`src/rtl/uart_pkg.sv`:
```
// Shared state encoding and 8N1 frame constants for the burst UART transmitter
// and its byte serializer.
package uart_pkg;

    localparam int DATA_BITS = 8;
    localparam int STOP_BITS = 1;

    typedef enum logic [2:0] {
        S_IDLE,
        S_FETCH,
        S_LOAD,
        S_START,
        S_DATA,
        S_STOP,
        S_FIN
    } state_t;

    function automatic int baud_cnt_width(input int clks_per_bit);
        return (clks_per_bit > 1) ? $clog2(clks_per_bit) : 1;
    endfunction

endpackage

```
`src/rtl/uart_tx_burst_if.sv`:
```
// Handshake between the burst sequencer (master) and the byte serializer (slave).
interface uart_tx_burst_if;
    import uart_pkg::*;

    logic                 start;
    logic [DATA_BITS-1:0] data;
    logic                 ready;
    logic                 done;
    state_t               phase_nxt;
    logic                 tx;

    modport master (output start, data, input ready, done, phase_nxt, tx);
    modport slave  (input start, data, output ready, done, phase_nxt, tx);
endinterface

```
`src/rtl/uart_tx_byte.sv`:
```
// Serializes one byte as an 8N1 frame: bit timing, shift register and bit count.
module uart_tx_byte #(
    parameter int CLKS_PER_BIT = 868
) (
    input logic            clk,
    input logic            rst,
    uart_tx_burst_if.slave byte_if
);
    import uart_pkg::*;

    localparam int               CNT_W       = baud_cnt_width(CLKS_PER_BIT);
    localparam logic [CNT_W-1:0] BAUD_RELOAD = CNT_W'(CLKS_PER_BIT - 1);

    state_t               phase_q, phase_d;
    logic [CNT_W-1:0]     baud_q, baud_d;
    logic [2:0]           bit_q, bit_d;
    logic [DATA_BITS-1:0] shift_q, shift_d;
    logic                 bit_end;

    assign bit_end = (baud_q == '0);

    always_ff @(posedge clk) begin
        if (rst) begin
            phase_q <= S_IDLE;
            baud_q  <= '0;
            bit_q   <= '0;
            shift_q <= '0;
        end else begin
            phase_q <= phase_d;
            baud_q  <= baud_d;
            bit_q   <= bit_d;
            shift_q <= shift_d;
        end
    end

    always_comb begin
        phase_d      = phase_q;
        baud_d       = baud_q;
        bit_d        = bit_q;
        shift_d      = shift_q;
        byte_if.tx   = 1'b1;
        byte_if.done = 1'b0;
        case (phase_q)
            S_IDLE: begin
                if (byte_if.start) begin
                    shift_d = byte_if.data;
                    baud_d  = BAUD_RELOAD;
                    bit_d   = '0;
                    phase_d = S_START;
                end
            end
            S_START: begin
                byte_if.tx = 1'b0;
                if (bit_end) begin
                    baud_d  = BAUD_RELOAD;
                    phase_d = S_DATA;
                end else begin
                    baud_d = baud_q - CNT_W'(1);
                end
            end
            S_DATA: begin
                byte_if.tx = shift_q[0];
                if (bit_end) begin
                    baud_d  = BAUD_RELOAD;
                    shift_d = shift_q >> 1;
                    if (bit_q == 3'(DATA_BITS - 1)) begin
                        bit_d   = '0;
                        phase_d = S_STOP;
                    end else begin
                        bit_d = bit_q + 3'd1;
                    end
                end else begin
                    baud_d = baud_q - CNT_W'(1);
                end
            end
            S_STOP: begin
                if (bit_end) begin
                    // The baud counter is already 0 here, so a finished frame leaves counters cleared.
                    if (bit_q == 3'(STOP_BITS - 1)) begin
                        bit_d        = '0;
                        phase_d      = S_IDLE;
                        byte_if.done = 1'b1;
                    end else begin
                        bit_d  = bit_q + 3'd1;
                        baud_d = BAUD_RELOAD;
                    end
                end else begin
                    baud_d = baud_q - CNT_W'(1);
                end
            end
            default: phase_d = S_IDLE;
        endcase
        byte_if.ready     = (phase_q == S_IDLE);
        byte_if.phase_nxt = phase_d;
    end

endmodule

```
`src/rtl/uart_tx_burst.sv`:
```
// Sends data_length_i bytes from a byte buffer over a UART line, one read per byte,
// with a two-cycle fetch/load gap between frames.
module uart_tx_burst #(
    parameter int CLKS_PER_BIT = 868,
    parameter int LEN_W        = 10
) (
    input  logic             S_AXI_ACLK,
    input  logic             S_AXI_ARESET,
    input  logic [LEN_W-1:0] data_length_i,
    input  logic             sent_trig_i,
    output logic             mem_rd_en_o,
    output logic [LEN_W-1:0] mem_addr_o,
    input  logic [7:0]       mem_data_i,
    output logic             tx_o,
    output logic             busy_o,
    output logic             done_o
);
    import uart_pkg::*;

    uart_tx_burst_if byte_if ();

    state_t           state_q, state_d;
    logic [LEN_W-1:0] len_q, len_d;
    logic [LEN_W-1:0] idx_q, idx_d;
    logic             more_bytes;

    uart_tx_byte #(
        .CLKS_PER_BIT(CLKS_PER_BIT)
    ) u_tx_byte (
        .clk    (S_AXI_ACLK),
        .rst    (S_AXI_ARESET),
        .byte_if(byte_if)
    );

    assign more_bytes = (({1'b0, idx_q} + (LEN_W + 1)'(1)) < {1'b0, len_q});

    always_ff @(posedge S_AXI_ACLK) begin
        if (S_AXI_ARESET) begin
            state_q <= S_IDLE;
            len_q   <= '0;
            idx_q   <= '0;
        end else begin
            state_q <= state_d;
            len_q   <= len_d;
            idx_q   <= idx_d;
        end
    end

    always_comb begin
        state_d       = state_q;
        len_d         = len_q;
        idx_d         = idx_q;
        byte_if.start = 1'b0;
        byte_if.data  = mem_data_i;
        case (state_q)
            S_IDLE: begin
                if (sent_trig_i && (data_length_i != '0)) begin
                    len_d   = data_length_i;
                    idx_d   = '0;
                    state_d = S_FETCH;
                end
            end
            S_FETCH: state_d = S_LOAD;
            S_LOAD: begin
                byte_if.start = byte_if.ready;
                state_d       = S_START;
            end
            S_START, S_DATA, S_STOP: begin
                // Frame phases track the serializer so the sequencer state always names the bit on the line.
                if (byte_if.done) begin
                    if (more_bytes) begin
                        idx_d   = idx_q + LEN_W'(1);
                        state_d = S_FETCH;
                    end else begin
                        state_d = S_FIN;
                    end
                end else begin
                    state_d = byte_if.phase_nxt;
                end
            end
            S_FIN:   state_d = S_IDLE;
            default: state_d = S_IDLE;
        endcase
    end

    assign mem_rd_en_o = (state_q == S_FETCH);
    assign mem_addr_o  = idx_q;
    assign tx_o        = byte_if.tx;
    assign busy_o      = (state_q != S_IDLE);
    assign done_o      = (state_q == S_FIN);

endmodule

```
`config.mk`:
```
export PLATFORM = sky130hd
export DESIGN_NAME = uart_tx_burst
export DESIGN_NICKNAME = d
export VERILOG_FILES = /design/src/rtl/uart_pkg.sv /design/src/rtl/uart_tx_burst_if.sv /design/src/rtl/uart_tx_byte.sv /design/src/rtl/uart_tx_burst.sv
export SDC_FILE = /design/constraint.sdc
export NUM_CORES = 1
export LEC_CHECK = 0
export BUFFER_PORTS_ARGS = -buffer_cell sky130_fd_sc_hd__buf_2
export CAP_MARGIN = 10
export CELL_PAD_IN_SITES_DETAIL_PLACEMENT = 1
export CELL_PAD_IN_SITES_GLOBAL_PLACEMENT = 2
export CORE_ASPECT_RATIO = 0.6
export CORE_MARGIN = 5
export CORE_UTILIZATION = 30
export CTS_BUF_LIST = sky130_fd_sc_hd__clkbuf_4 sky130_fd_sc_hd__clkbuf_8 sky130_fd_sc_hd__clkbuf_16
export CTS_CLUSTER_DIAMETER = 40
export DETAILED_ROUTE_END_ITERATION = 12
export GPL_TIMING_DRIVEN = 0
export PLACE_DENSITY = 0.68
export SYNTH_ARGS = -nofsm -noshare
export SYNTH_HDL_FRONTEND = slang
export SYNTH_SLANG_ARGS = --single-unit
```
`constraint.sdc`:
```
create_clock -name S_AXI_ACLK -period 5.5 [get_ports S_AXI_ACLK]
set_input_delay 1.1 -clock S_AXI_ACLK [delete_from_list [all_inputs] [get_ports S_AXI_ACLK]]
set_output_delay 1.1 -clock S_AXI_ACLK [all_outputs]
set_load 0.02 [all_outputs]
```
==> results.cfg <==
[clock_network]
cts_tree = yes
htreeDepth = 2
cts_root_buf = clkbuf_16
postCtsSetupBuffers = 0
clkTransAtPathRegs_ns = 0.07
cts_inserted_buffers = 5
clkLatencyLatePin_ns = 0.30
cts_buffer_depth = 2
hold_buffers = 0
postCtsResizedCells = 0
clock-sinks = 47

[finish]
area.growth.synth_to_final_pct = 17.1
n_fill_cell = 1090
postLayoutCellArea_um2 = 3200
drive_gt1_frac = 0.150
antennaDiodeCount = 0
regArea_um2 = 941
final_cells = 497
multiInputGateArea_um2 = 1640
fin_nets = 415

[routing]
drc_errors = 0
vias = 2562
wl_um = 8300
via_per_inst = 5.15
wire_per_inst_um = 16.7
antenna_left = 0
drtPass1Iterations = 4
drt_iter0_markers = 148

[synthesis]
synth_area_leaders = dfxtp_1 34%, ha_1 6.4%, a21oi_1 6.2%
synth_edf_count = 0
syn_nets = 374
synth_seq_area_share = 0.344
synth_mux_area_frac = 0.0329
syn_area_um2 = 2740
synth_fa_ha_area_frac = 0.0640
synthSimpleGateAreaFrac = 0.281
synth.distinct_cells = 52
synth.avg_cell_area_um2 = 8.07
synth_top_family_by_area = simple AND/OR/NAND/NOR gates
ys_ff_latch = 47
synth_most_common_cell = dfxtp_1
yosysTopAreaCell = dfxtp_1
netlist_top_cells_count = 47 x dfxtp_1, 35 x nand2_1, 34 x a21oi_1, 32 x nor2_1, 17 x inv_1
synth_top_area_share = 0.344
synth_ff_type = dfxtp_1
synthesis.instances = 339
async_reset_ff_frac = 0
yosysWarnings = 0
synth_compound_area_frac = 0.194
synth-xor-area-share = 0.0288

[timing]
finClkSkew_ns = 0.0104
worst-slew-pin-transition_ns = 0.909
timing.final.crit_period_ns = 3.39
hold_viol = 0
relSlewSlack = 0.388
finalSetupTns_ns = 0
finalMaxSlewViolations = 0
setup_viol = 0
post-route-period-util = 0.616
rsz0062_at_grt = no
timing.fmax_mhz = 295

[global_routing]
grt_max_degree = 16
grt_pass1_wl_um = 13600
grt.total_usage = 0.151
antenna_found_initial = 0
grt-ovfl-total = 0
first_global_vias = 2506

[place]
gp_congestion = 0.760
placedCellCount = 489
post-dp-hpwl_um = 6370
portBuffers = 34
place_area_um2 = 3050

[power]
pwr-share-clk = 0.339
ir_worst_vdd_mv = 0.124
power.density_nw_per_um2 = 300
p_int_mw = 0.643
combPwrFrac = 0.249
netSwitchingPower_mw = 0.317
p_seq_frac = 0.412
p_leak_nw = 1.30
swShare = 0.330
totalPowerFinal_mw = 0.961

[outcome]
status = finished, final reports clean

[worst_setup_path]
startpoint = mem_addr_o[0]
endpoint_kind = flip-flop
r2r_end = mem_addr_o[1]
worst_path_largest_cell_delay_ns = 0.46
startpoint_type = flip-flop
r2r_start = mem_addr_o[0]
r2r_cells = 12
cp_top_family = compound AO/OA/AOI/OAI gates
crit_cells = 12
cp.required_ns = 5.66
path_max_fanout = 10
crit_chain = ha_1, and3_1, nand3_1, xnor2_1, ha_1, a21oi_1, nor2b_1, a311oi_1, o2111a_1, clkbuf_1, nand3b_1, a21oi_1
r2r_slack_ns = 2.11
cp_data_arrival_time_ns = 3.55
critPathSlowestCell = dfxtp_1
critPathBufInv = 1
endpoint = mem_addr_o[1]
critical_path_class = flip-flop to flip-flop

[die]
chipWidth_um = 133
dieArea_um2 = 11200
ios = 35
start_util = 0.303
num_rows = 27
coreArea_um2 = 9020
die_h_um = 84.0

[job]
maxCapViolations = 0

[worst_hold_path]
min-delay-path-class = flip-flop to flip-flop
[cell families after synthesis]
kind of cell,Yosys count
adder cells (fa/ha/maj),14
XOR/XNOR,9
AND/OR/NAND/NOR,143
multiplexers,9
AO/OA/AOI/OAI,82
buffers and inverters,35
flip-flops,47
[power groups by stage]
stage               Sequential [mW]  Combinational [mW]  Clock (mW)
floorplan                     0.396               0.172           0
global placement              0.403               0.236           0
CTS                           0.396               0.241       0.340
global route                  0.401               0.266       0.350
detailed placement            0.404               0.240           0
finish                        0.396               0.239       0.326
[state kept, by name, indices dropped and copies added (netlist names)]
| register | cells |
|---|---|
| u_tx_byte.bit_q | 3 |
| u_tx_byte.baud_q | 10 |
| len_q | 10 |
| mem_addr_o | 10 |
| state_q | 3 |
| u_tx_byte.phase_q | 3 |
| u_tx_byte.shift_q | 8 |
[per-stage QoR]
stage	hold WS (ns)	worst slack, ns	util
after CTS	0.464	2.09	0.355
after detailed placement	0.453	2.09	0.338
after global placement	0.447	2.04	0.338
after floorplan	0.432	2.67	-
after global routing	0.478	1.84	0.355
final	0.462	2.11	0.355
[worst min path at each step]
stage | start | to | slack [ns] | cells past startpoint
after global routing | len_q[1] | len_q[1] | 0.48 | 2
final | len_q[4] | len_q[4] | 0.46 | 2
after global placement | len_q[9] | len_q[9] | 0.45 | 2
after CTS | len_q[1] | len_q[1] | 0.46 | 2
after detailed placement | len_q[1] | len_q[1] | 0.45 | 2
after floorplan | len_q[0] | len_q[0] | 0.43 | 2
[layout make-up]
cell class                 count  area share
multi-input combinational    257       0.513
sequential                    47       0.294
timing repair buffer          34      0.0531
tap                          116      0.0453
clock buffer                   6      0.0434
buffer                        18      0.0273
inverter                      17      0.0199
clock inverter                 2     0.00430
[layout by cell type, fill, tap and decap left out, types with 5 or more instances in the layout]
cell type,netlist,routed
a211oi_1,11,11
a21oi_1,34,34
a311oi_1,6,6
and3_1,5,5
buf_2,4,38
clkbuf_1,11,11
clkbuf_16,0,5
dfxtp_1,47,47
ha_1,14,14
inv_1,17,17
mux2i_1,9,9
nand2_1,35,35
nand2b_1,8,8
nand3_1,9,9
nand3b_1,6,6
nor2_1,32,32
nor2b_1,6,6
nor3_1,10,10
nor4b_1,5,5
o21ai_0,15,15
xnor2_1,6,6
[worst min-delay path: stages (launching register included)]
cell and delay (ns):
dfxtp_1 0.31, nand2_1 0.05, a21oi_1 0.05
[per-layer routing]
layer | share of wire | vias up | wire [µm] | track usage
met5 | 0 | - | 0 | 0
met4 | 0.0078 | 0 | 65 | 0.0280
met3 | 0.048 | 7 | 399 | 0.0349
met2 | 0.36 | 41 | 2990 | 0.195
met1 | 0.58 | 1219 | 4850 | 0.245
li1 | - | 1295 | - | -
No activity file was read; power rests on OpenSTA's default activity.
